[config.mk]
export PLATFORM = sky130hd
export DESIGN_NAME = pipe_hazard_ctrl
export DESIGN_NICKNAME = d
export VERILOG_FILES = /design/src/rtl/pipe_hazard_ctrl_pkg.sv /design/src/rtl/load_use_detect.sv /design/src/rtl/pipe_hazard_ctrl.sv
export SDC_FILE = /design/constraint.sdc
export NUM_CORES = 1
export LEC_CHECK = 0
export ABC_CLOCK_PERIOD_IN_PS = 1850
export BUFFER_PORTS_ARGS = -buffer_cell sky130_fd_sc_hd__buf_2
export CAP_MARGIN = 5
export CELL_PAD_IN_SITES_DETAIL_PLACEMENT = 0
export CELL_PAD_IN_SITES_GLOBAL_PLACEMENT = 2
export CORE_AREA = 2 2 87 110
export DETAILED_ROUTE_END_ITERATION = 6
export DIE_AREA = 0 0 89 112
export GPL_TIMING_DRIVEN = 0
export HOLD_SLACK_MARGIN = 0.03
export PLACE_DENSITY = 0.73
export SYNTH_ARGS = -nofsm -noshare
export SYNTH_HDL_FRONTEND = slang
export SYNTH_HIERARCHICAL = 1
export SYNTH_SLANG_ARGS = --single-unit
[constraint.sdc]
create_clock -name clk -period 1.85 [get_ports clk]
set_input_delay 0.185 -clock clk [delete_from_list [all_inputs] [get_ports clk]]
set_output_delay 0.185 -clock clk [all_outputs]
set_load 0.02 [all_outputs]
[src/rtl/pipe_hazard_ctrl_pkg.sv]
// Shared types for the pipeline sequencing controller.
//   ctrl_state_t : controller FSM states
//   pipe_ctrl_t  : bundle of PC enable, pipeline-register enables and flushes
package pipe_hazard_ctrl_pkg;

  // Register-file address width (rs1/rs2/rd).
  localparam int unsigned RegAddrW = 5;

  typedef enum logic [1:0] {
    StRun,
    StMemWait,
    StDrain,
    StHalted
  } ctrl_state_t;

  typedef struct packed {
    logic pc_en;
    logic if_id_en;
    logic if_id_flush;
    logic id_ex_en;
    logic id_ex_flush;
    logic ex_mem_en;
    logic mem_wb_en;
  } pipe_ctrl_t;

  // Everything advances, nothing is squashed.
  localparam pipe_ctrl_t CtrlNormal = '{
    pc_en:       1'b1,
    if_id_en:    1'b1,
    if_id_flush: 1'b0,
    id_ex_en:    1'b1,
    id_ex_flush: 1'b0,
    ex_mem_en:   1'b1,
    mem_wb_en:   1'b1
  };

  // Whole pipeline holds its contents.
  localparam pipe_ctrl_t CtrlFreeze = '{
    pc_en:       1'b0,
    if_id_en:    1'b0,
    if_id_flush: 1'b0,
    id_ex_en:    1'b0,
    id_ex_flush: 1'b0,
    ex_mem_en:   1'b0,
    mem_wb_en:   1'b0
  };

  // Front end is held empty while EX, MEM and WB retire their instructions.
  localparam pipe_ctrl_t CtrlDrain = '{
    pc_en:       1'b0,
    if_id_en:    1'b1,
    if_id_flush: 1'b1,
    id_ex_en:    1'b1,
    id_ex_flush: 1'b1,
    ex_mem_en:   1'b1,
    mem_wb_en:   1'b1
  };

endpackage

[src/rtl/load_use_detect.sv]
// Load-use hazard detector.
//   id_rs1, id_rs2 : source registers of the instruction in ID
//   ex_mem_read    : the instruction in ID/EX is a load
//   ex_rd          : destination register of the instruction in ID/EX
//   lu_hazard      : ID needs the load result before it can be forwarded
module load_use_detect
  import pipe_hazard_ctrl_pkg::*;
(
  input  logic [RegAddrW-1:0] id_rs1,
  input  logic [RegAddrW-1:0] id_rs2,
  input  logic                ex_mem_read,
  input  logic [RegAddrW-1:0] ex_rd,
  output logic                lu_hazard
);

  // x0 is hard-wired to zero, so a load targeting it never creates a dependency.
  assign lu_hazard = ex_mem_read && (ex_rd != '0) && ((ex_rd == id_rs1) || (ex_rd == id_rs2));

endmodule

[src/rtl/pipe_hazard_ctrl.sv]
// Central sequencing controller for the 5-stage pipeline.
// Inputs : clk, rst_n (async active-low), ID operands/halt, ID/EX load info,
//          EX redirect, EX/MEM memory request and data-memory ready.
// Outputs: PC/IF-ID/ID-EX/EX-MEM/MEM-WB enables and IF-ID/ID-EX flushes (combinational),
//          halted and mem_err (registered), saturating stall_cnt and flush_cnt.
module pipe_hazard_ctrl
  import pipe_hazard_ctrl_pkg::*;
#(
  parameter int unsigned CNT_W        = 16,
  parameter int unsigned MEM_TIMEOUT  = 255,
  parameter int unsigned DRAIN_CYCLES = 3
) (
  input  logic                clk,
  input  logic                rst_n,
  input  logic [RegAddrW-1:0] id_rs1,
  input  logic [RegAddrW-1:0] id_rs2,
  input  logic                id_halt,
  input  logic                ex_mem_read,
  input  logic [RegAddrW-1:0] ex_rd,
  input  logic                ex_redirect,
  input  logic                mem_req,
  input  logic                mem_ready,
  output logic                pc_en,
  output logic                if_id_en,
  output logic                if_id_flush,
  output logic                id_ex_en,
  output logic                id_ex_flush,
  output logic                ex_mem_en,
  output logic                mem_wb_en,
  output logic                halted,
  output logic                mem_err,
  output logic [CNT_W-1:0]    stall_cnt,
  output logic [CNT_W-1:0]    flush_cnt
);

  localparam int unsigned WaitW  = (MEM_TIMEOUT > 0) ? $clog2(MEM_TIMEOUT + 1) : 1;
  localparam int unsigned DrainW = (DRAIN_CYCLES > 0) ? $clog2(DRAIN_CYCLES + 1) : 1;
  localparam logic [WaitW-1:0]  WaitMax   = WaitW'(MEM_TIMEOUT);
  localparam logic [DrainW-1:0] DrainDone = DrainW'(DRAIN_CYCLES);

  ctrl_state_t       state_q, state_d;
  logic [WaitW-1:0]  wait_q, wait_d;
  logic [DrainW-1:0] drain_q, drain_d;
  logic              halted_q, halted_d;
  logic              mem_err_q, mem_err_d;
  logic [CNT_W-1:0]  stall_q, stall_d;
  logic [CNT_W-1:0]  flush_q, flush_d;

  pipe_ctrl_t ctrl;
  logic       lu_hazard;
  logic       mem_stall;
  logic       redirect_taken;

  load_use_detect u_load_use_detect (
    .id_rs1      (id_rs1),
    .id_rs2      (id_rs2),
    .ex_mem_read (ex_mem_read),
    .ex_rd       (ex_rd),
    .lu_hazard   (lu_hazard)
  );

  always_comb begin
    state_d        = state_q;
    drain_d        = drain_q;
    ctrl           = CtrlNormal;
    mem_stall      = 1'b0;
    redirect_taken = 1'b0;

    unique case (state_q)
      StRun, StMemWait: begin
        // Once waiting, only mem_ready releases the freeze.
        mem_stall = (state_q == StMemWait) ? !mem_ready : (mem_req && !mem_ready);
        if (mem_stall) begin
          ctrl    = CtrlFreeze;
          state_d = StMemWait;
        end else begin
          state_d = StRun;
          if (ex_redirect) begin
            // The instruction in ID is squashed, so its halt/load-use are irrelevant.
            ctrl.if_id_flush = 1'b1;
            ctrl.id_ex_flush = 1'b1;
            redirect_taken   = 1'b1;
          end else if (id_halt) begin
            // Halt itself moves on to EX; nothing new is fetched behind it.
            ctrl.pc_en       = 1'b0;
            ctrl.if_id_flush = 1'b1;
            state_d          = StDrain;
            drain_d          = '0;
          end else if (lu_hazard) begin
            ctrl.pc_en       = 1'b0;
            ctrl.if_id_en    = 1'b0;
            ctrl.id_ex_flush = 1'b1;
          end
        end
      end
      StDrain: begin
        mem_stall = mem_req && !mem_ready;
        if (mem_stall) begin
          ctrl = CtrlFreeze;
        end else begin
          ctrl    = CtrlDrain;
          drain_d = drain_q + 1'b1;
          if (drain_d == DrainDone) begin
            state_d = StHalted;
          end
        end
      end
      StHalted: begin
        ctrl = CtrlFreeze;
      end
      default: begin
        state_d = StRun;
      end
    endcase

    // Wait counter saturates at the timeout so it cannot wrap during a long stall.
    if (mem_stall) begin
      wait_d = (wait_q == WaitMax) ? wait_q : wait_q + 1'b1;
    end else begin
      wait_d = '0;
    end

    mem_err_d = mem_err_q | (mem_stall && (wait_d == WaitMax));
    halted_d  = (state_d == StHalted);

    stall_d = stall_q;
    if (!ctrl.pc_en && (state_q != StHalted) && (stall_q != '1)) begin
      stall_d = stall_q + 1'b1;
    end

    flush_d = flush_q;
    if (redirect_taken && (flush_q != '1)) begin
      flush_d = flush_q + 1'b1;
    end
  end

  always_ff @(posedge clk or negedge rst_n) begin
    if (!rst_n) begin
      state_q   <= StRun;
      wait_q    <= '0;
      drain_q   <= '0;
      halted_q  <= 1'b0;
      mem_err_q <= 1'b0;
      stall_q   <= '0;
      flush_q   <= '0;
    end else begin
      state_q   <= state_d;
      wait_q    <= wait_d;
      drain_q   <= drain_d;
      halted_q  <= halted_d;
      mem_err_q <= mem_err_d;
      stall_q   <= stall_d;
      flush_q   <= flush_d;
    end
  end

  assign pc_en       = ctrl.pc_en;
  assign if_id_en    = ctrl.if_id_en;
  assign if_id_flush = ctrl.if_id_flush;
  assign id_ex_en    = ctrl.id_ex_en;
  assign id_ex_flush = ctrl.id_ex_flush;
  assign ex_mem_en   = ctrl.ex_mem_en;
  assign mem_wb_en   = ctrl.mem_wb_en;
  assign halted      = halted_q;
  assign mem_err     = mem_err_q;
  assign stall_cnt   = stall_q;
  assign flush_cnt   = flush_q;

endmodule
# Word level (Yosys, flattened, before mapping)
# Cells that the tools add are included.
# op_classes
add_sub_neg	4
eq_ne	16
n_mux	33
bitwise_logic	1
n_reduce_logical	15
# ops
cell	n
adder 16 x 1 -> 16 bit, second input constant	2
inequality test 16 bit, second input constant	2
2-to-1 mux 2 bit	12
case mux 7 bit (3 select lines)	1
== test 8 bit, second input constant	2
2-to-1 mux 8 bit	2
2-to-1 mux 1 bit	13
== test 5 bit	2
inequality test 2 bit, second input constant	5
adder 8 x 1 -> 8 bit, second input constant	1
== test 2 bit, second input constant	4
case mux 2 bit (2 select lines)	2
logical AND 1 bit	7
2-to-1 mux 6 bit	1
AND reduction 5 bit	1
nonzero test 5 bit	1
2-to-1 mux 3 bit	1
adder 2 x 1 -> 2 bit, second input constant	1
== test 2 x 1 -> 1 bit, second input constant	1
logical NOT 1 bit	2
logical NOT 2 bit	1
case mux 1 bit (2 select lines)	1
nonzero test 2 bit	1
OR reduction 2 bit	1
other kinds (2)	2
# totals
reg_bits	46
out_inout_bits	41
elab_cells	76

# Depth between registers and ports, before layout
# depth
word_depth	11
depth_mapped	9
depth_no_buf	9

# By module
# Netlist, hierarchy kept.
# modules_own_cells
module	n_inst	cells_each	area_each_um2
pipe_hazard_ctrl	1	233	2392.3
load_use_detect	1	17	125.1

# Worst setup path before layout
# Ideal clock, no wire load.
# synth_path
path_kind	input port to flip-flop
start	in ex_rd[0]
end	reg stall_q[1] (netlist: stall_cnt[1])
setup_time_ps	125
t_arrival_ps	1822
slack_ps	-97
cell_stages	7
cell_sequence	or4_1 o21ai_1 a21oi_1 o21ba_2 o31a_1 o21ai_2 mux2_2
# synth_between
elab_chain_cells	11
# synth_lines
element	line	text
start, declared	pipe_hazard_ctrl.sv:19	input logic [RegAddrW-1:0] ex_rd,
== test 5 bit / nonzero test 5 bit (equally long branches)	load_use_detect.sv:17	assign lu_hazard = ex_mem_read && (ex_rd != '0) && ((ex_rd == id_rs1) || (ex_rd == id_rs2));
logical OR 1 bit / logical AND 1 bit (equally long branches)	load_use_detect.sv:17	
logical AND 1 bit *	load_use_detect.sv:17	
net lu_hazard	pipe_hazard_ctrl.sv:50	logic lu_hazard;
2-to-1 mux 2 bit *	pipe_hazard_ctrl.sv:89	end else if (lu_hazard) begin
2-to-1 mux 1 bit *	pipe_hazard_ctrl.sv:83	end else if (id_halt) begin
2-to-1 mux 2 bit *	pipe_hazard_ctrl.sv:78	if (ex_redirect) begin
2-to-1 mux 3 bit *	pipe_hazard_ctrl.sv:73	if (mem_stall) begin
case mux 7 bit (3 select lines) *	pipe_hazard_ctrl.sv:69	unique case (state_q)
logical NOT 1 bit *	pipe_hazard_ctrl.sv:127	if (!ctrl.pc_en && (state_q != StHalted) && (stall_q != '1)) begin
logical AND 1 bit * (2 in series)	pipe_hazard_ctrl.sv:127	
end signal, assigned	pipe_hazard_ctrl.sv:152	stall_q <= stall_d;
end, declared	pipe_hazard_ctrl.sv:46	logic [CNT_W-1:0] stall_q, stall_d;
# The timed path passes the listed nets; every way through them passes the cells marked *.
# A chain may end at the register's enable or synchronous reset.

# Worst setup path in the final report
# layout_path
start	in ex_rd[0]
end	reg stall_q[11] (netlist: stall_cnt[11])
# The elaborated chain is that of the path after synthesis.

==> impl_metrics.ini <==
[worst_setup_path]
max_stage_delay_ns = 0.53
setup.worst_path.class = primary input to flop
cp_max_fo = 5
r2r.worst_path.cells = 7
start_kind = primary input
cp_cell_sequence = buf_8 > or4_4 > o21ai_2 > a21oi_2 > o21ba_4 > o31a_1 > o211ai_1 > buf_4 > nor3_2 > xor2_1
worst-endpoint-required_ns = 2.02
endpoint_kind = flop
critPathSlowestCell = or4_4
crit_arrival_ns = 2.01

[route]
drtIter0Drc = 94
wirelength_mm = 5.67
vias = 2057
via_per_inst = 4.60
drt_pass1_iterations = 4
post_drt_wl_per_cell_um = 12.7
drc_errors = 0
ant_nets = 0

[finish]
final_common_cell = buf_2
area_growth_pct = 32.3
multi_input_area_mm2 = 0.00145
final_area_mm2 = 0.00333
antenna_cells = 0
drive_above_1_share_pct = 35.8
final_cell_mix = 60 x buf_2, 42 x dfrtp_1, 24 x xor2_1
regArea_mm2 = 0.00116
nNetsFinal = 350
fillers = 971

[place]
place.gp.congestion = 0.723
port_buffers = 62
placed_area_mm2 = 0.00299
hpwl_mm = 4.22

[synthesis]
syn_area_per_cell_um2 = 10.1
synth_edf_count = 0
synth_top_family_by_area = simple AND/OR/NAND/NOR gates
synth_xor_area_share_pct = 14.2
ys_async_sr_fraction_pct = 100
synth_compound_area_share_pct = 10.7
yosys-mux-area-fraction_pct = 1.29
yosysWarnings = 6
syn_nets = 276
ys_types = 54
synth_flop_cell = dfrtp_1
yosys.area_share.simple_pct = 24.1
ys_ff_latch = 46
synthAdderAreaFrac_pct = 1.99
ys_seq_area_share_pct = 45.7
synth_area_mm2 = 0.00252
syn_inst = 250

[pwr]
vdd_drop_max_mv = 0.313
power_frac_clock_pct = 32.7
p_leak_nw = 1.56
p_sw_share_pct = 30.5
combPwrFrac_pct = 19.8
sequentialPowerShare_pct = 47.5
power_density_mw_per_mm2 = 786
p_switching_mw = 0.799
intPower_mw = 1.82

[worst_hold_path]
hold_class = primary input to async pin

[grt]
gr-total-overflow = 0
grt_pass1_wl_mm = 9.63
grt_use_met3_pct = 2.59
grt_pass1_vias = 2082
met1_usage_pct = 14.8
track_usage_pct = 12.1
grt_antenna_before_repair = 0
met2_usage_pct = 20.8
grt_max_degree = 47
grt_busiest_layer = met2

[cts]
cts-buffers-inserted = 5
cts.clk_slew.worst_paths_ns = 0.06
cts_num_sinks = 46
cts_tree = done
worstSkewPairLatency_ns = 0.28
htree_num_levels = 2
cts_max_path_buffers = 2
cts_root_buf = clkbuf_16

[floorplanning]
die-area_mm2 = 0.00997
rows = 39
die-width_um = 89
io_pins = 63
die_y_um = 112
core_area_mm2 = 0.00898
start_util_pct = 28.0

[sta]
fin_setup_tns_ns = 0
hold_viol = 0
fin_skew_ns = 0.00608
fmax_ghz = 0.542
maxSlewViolCount = 0
tightest_slew_ns = 1.03
timing.hold.ws_ns = 0.0731
min_period_ns = 1.85
setup_viol = 0
finalCritPeriodShare_pct = 99.7
rsz0062_at_grt = yes
slew_headroom_pct = 31.7

[run_status]
status = finished clean

[job]
drv_cap = 0
==> final timing paths <==
| kind | start | end | slack [ns] |
|---|---|---|---|
| min | rst_n | mem_err | 0.07 |
| max | ex_rd[0] | stall_cnt[11] | 0.005 |
| min reg2reg | mem_err | mem_err | 0.48 |
| max in group asynchronous | rst_n | state_q[1] | 1.06 |
| max reg2reg | stall_cnt[1] | stall_cnt[5] | 0.07 |
| min in group clk | mem_ready | state_q[0] | 0.26 |
==> synth_stat cells, types with 4 or more instances <==
cell type	n	area [um^2]
xnor2_1	15	131
and3_1	7	43.8
dfrtp_1	46	1150
xor2_1	24	210
nand2_1	15	56.3
a21oi_1	9	45.0
o21ai_0	7	35.0
nand2b_1	6	37.5
nand4_1	7	43.8
ha_1	4	50.1
nand3_1	15	75.1
inv_1	7	26.3
nor2_1	23	86.3
nor3_1	11	55.1
==> timing repair <==
item	in CTS	in global routing
endpoints found under the hold margin	0	0
resized for setup	19	22
setup endpoints to repair	12	29
hold buffers	0	0
pin swaps	5	7
setup buffers	4	2
==> kinds of logic (layout without fill, tap and decap cells) <==
family,after synthesis,count (layout)
simple gates,108,108
flops,46,46
xor+xnor,40,40
compound gates,38,38
buf+inv,11,85
fa+ha+maj,4,4
mux,3,3
==> registers in the layout, summed over array words and instances, names as in the netlist <==
name / count
drain_q: 2
wait_q: 8
state_q: 2
mem_err: 1
stall_cnt: 16
halted: 1
flush_cnt: 16
==> final cells by class <==
class	instances	share of cell area, %
multi-input cells	193	43.7
flip-flops and latches	46	34.7
repair buffers	68	11.5
well taps	123	4.62
clock buffers	6	3.87
inverters	7	0.789
plain buffers	3	0.601
clock inverters	1	0.225
==> layer usage <==
layer	routed length, um	part of all wire, %
met1	2370	42
met2	3030	53
met3	177	3.1
met4	91	1.6
met5	0	0
==> worst max-delay path, delay by kind of cell <==
kind,cells,cell delay (ns)
XOR/XNOR,1,0.13
buffers and inverters,2,0.29
AO/OA/AOI/OAI,5,0.83
AND/OR/NAND/NOR,2,0.58
==> power by group through the flow <==
stage	clock network [mW]	logic (mW)	registers, mW
final	0.856	0.520	1.24
after global routing	0.948	0.583	1.26
after CTS	0.904	0.499	1.24
after detailed placement	0	0.489	1.26
after global placement	0	0.481	1.26
after floorplan	0	0.185	1.36
==> through the flow <==
step                std cells  power [mW]  setup slack (ns)  utilization, %
finish                    447        2.62           0.00480            37.1
detailed placement        435        1.75            -0.408            33.3
global placement          435        1.74            -0.409            33.3
floorplan                 250        1.54           -0.0832               -
global route              447        2.79           -0.0836            37.1
CTS                       446        2.64           -0.0208            36.2
Power figures use the tool's default switching activity.
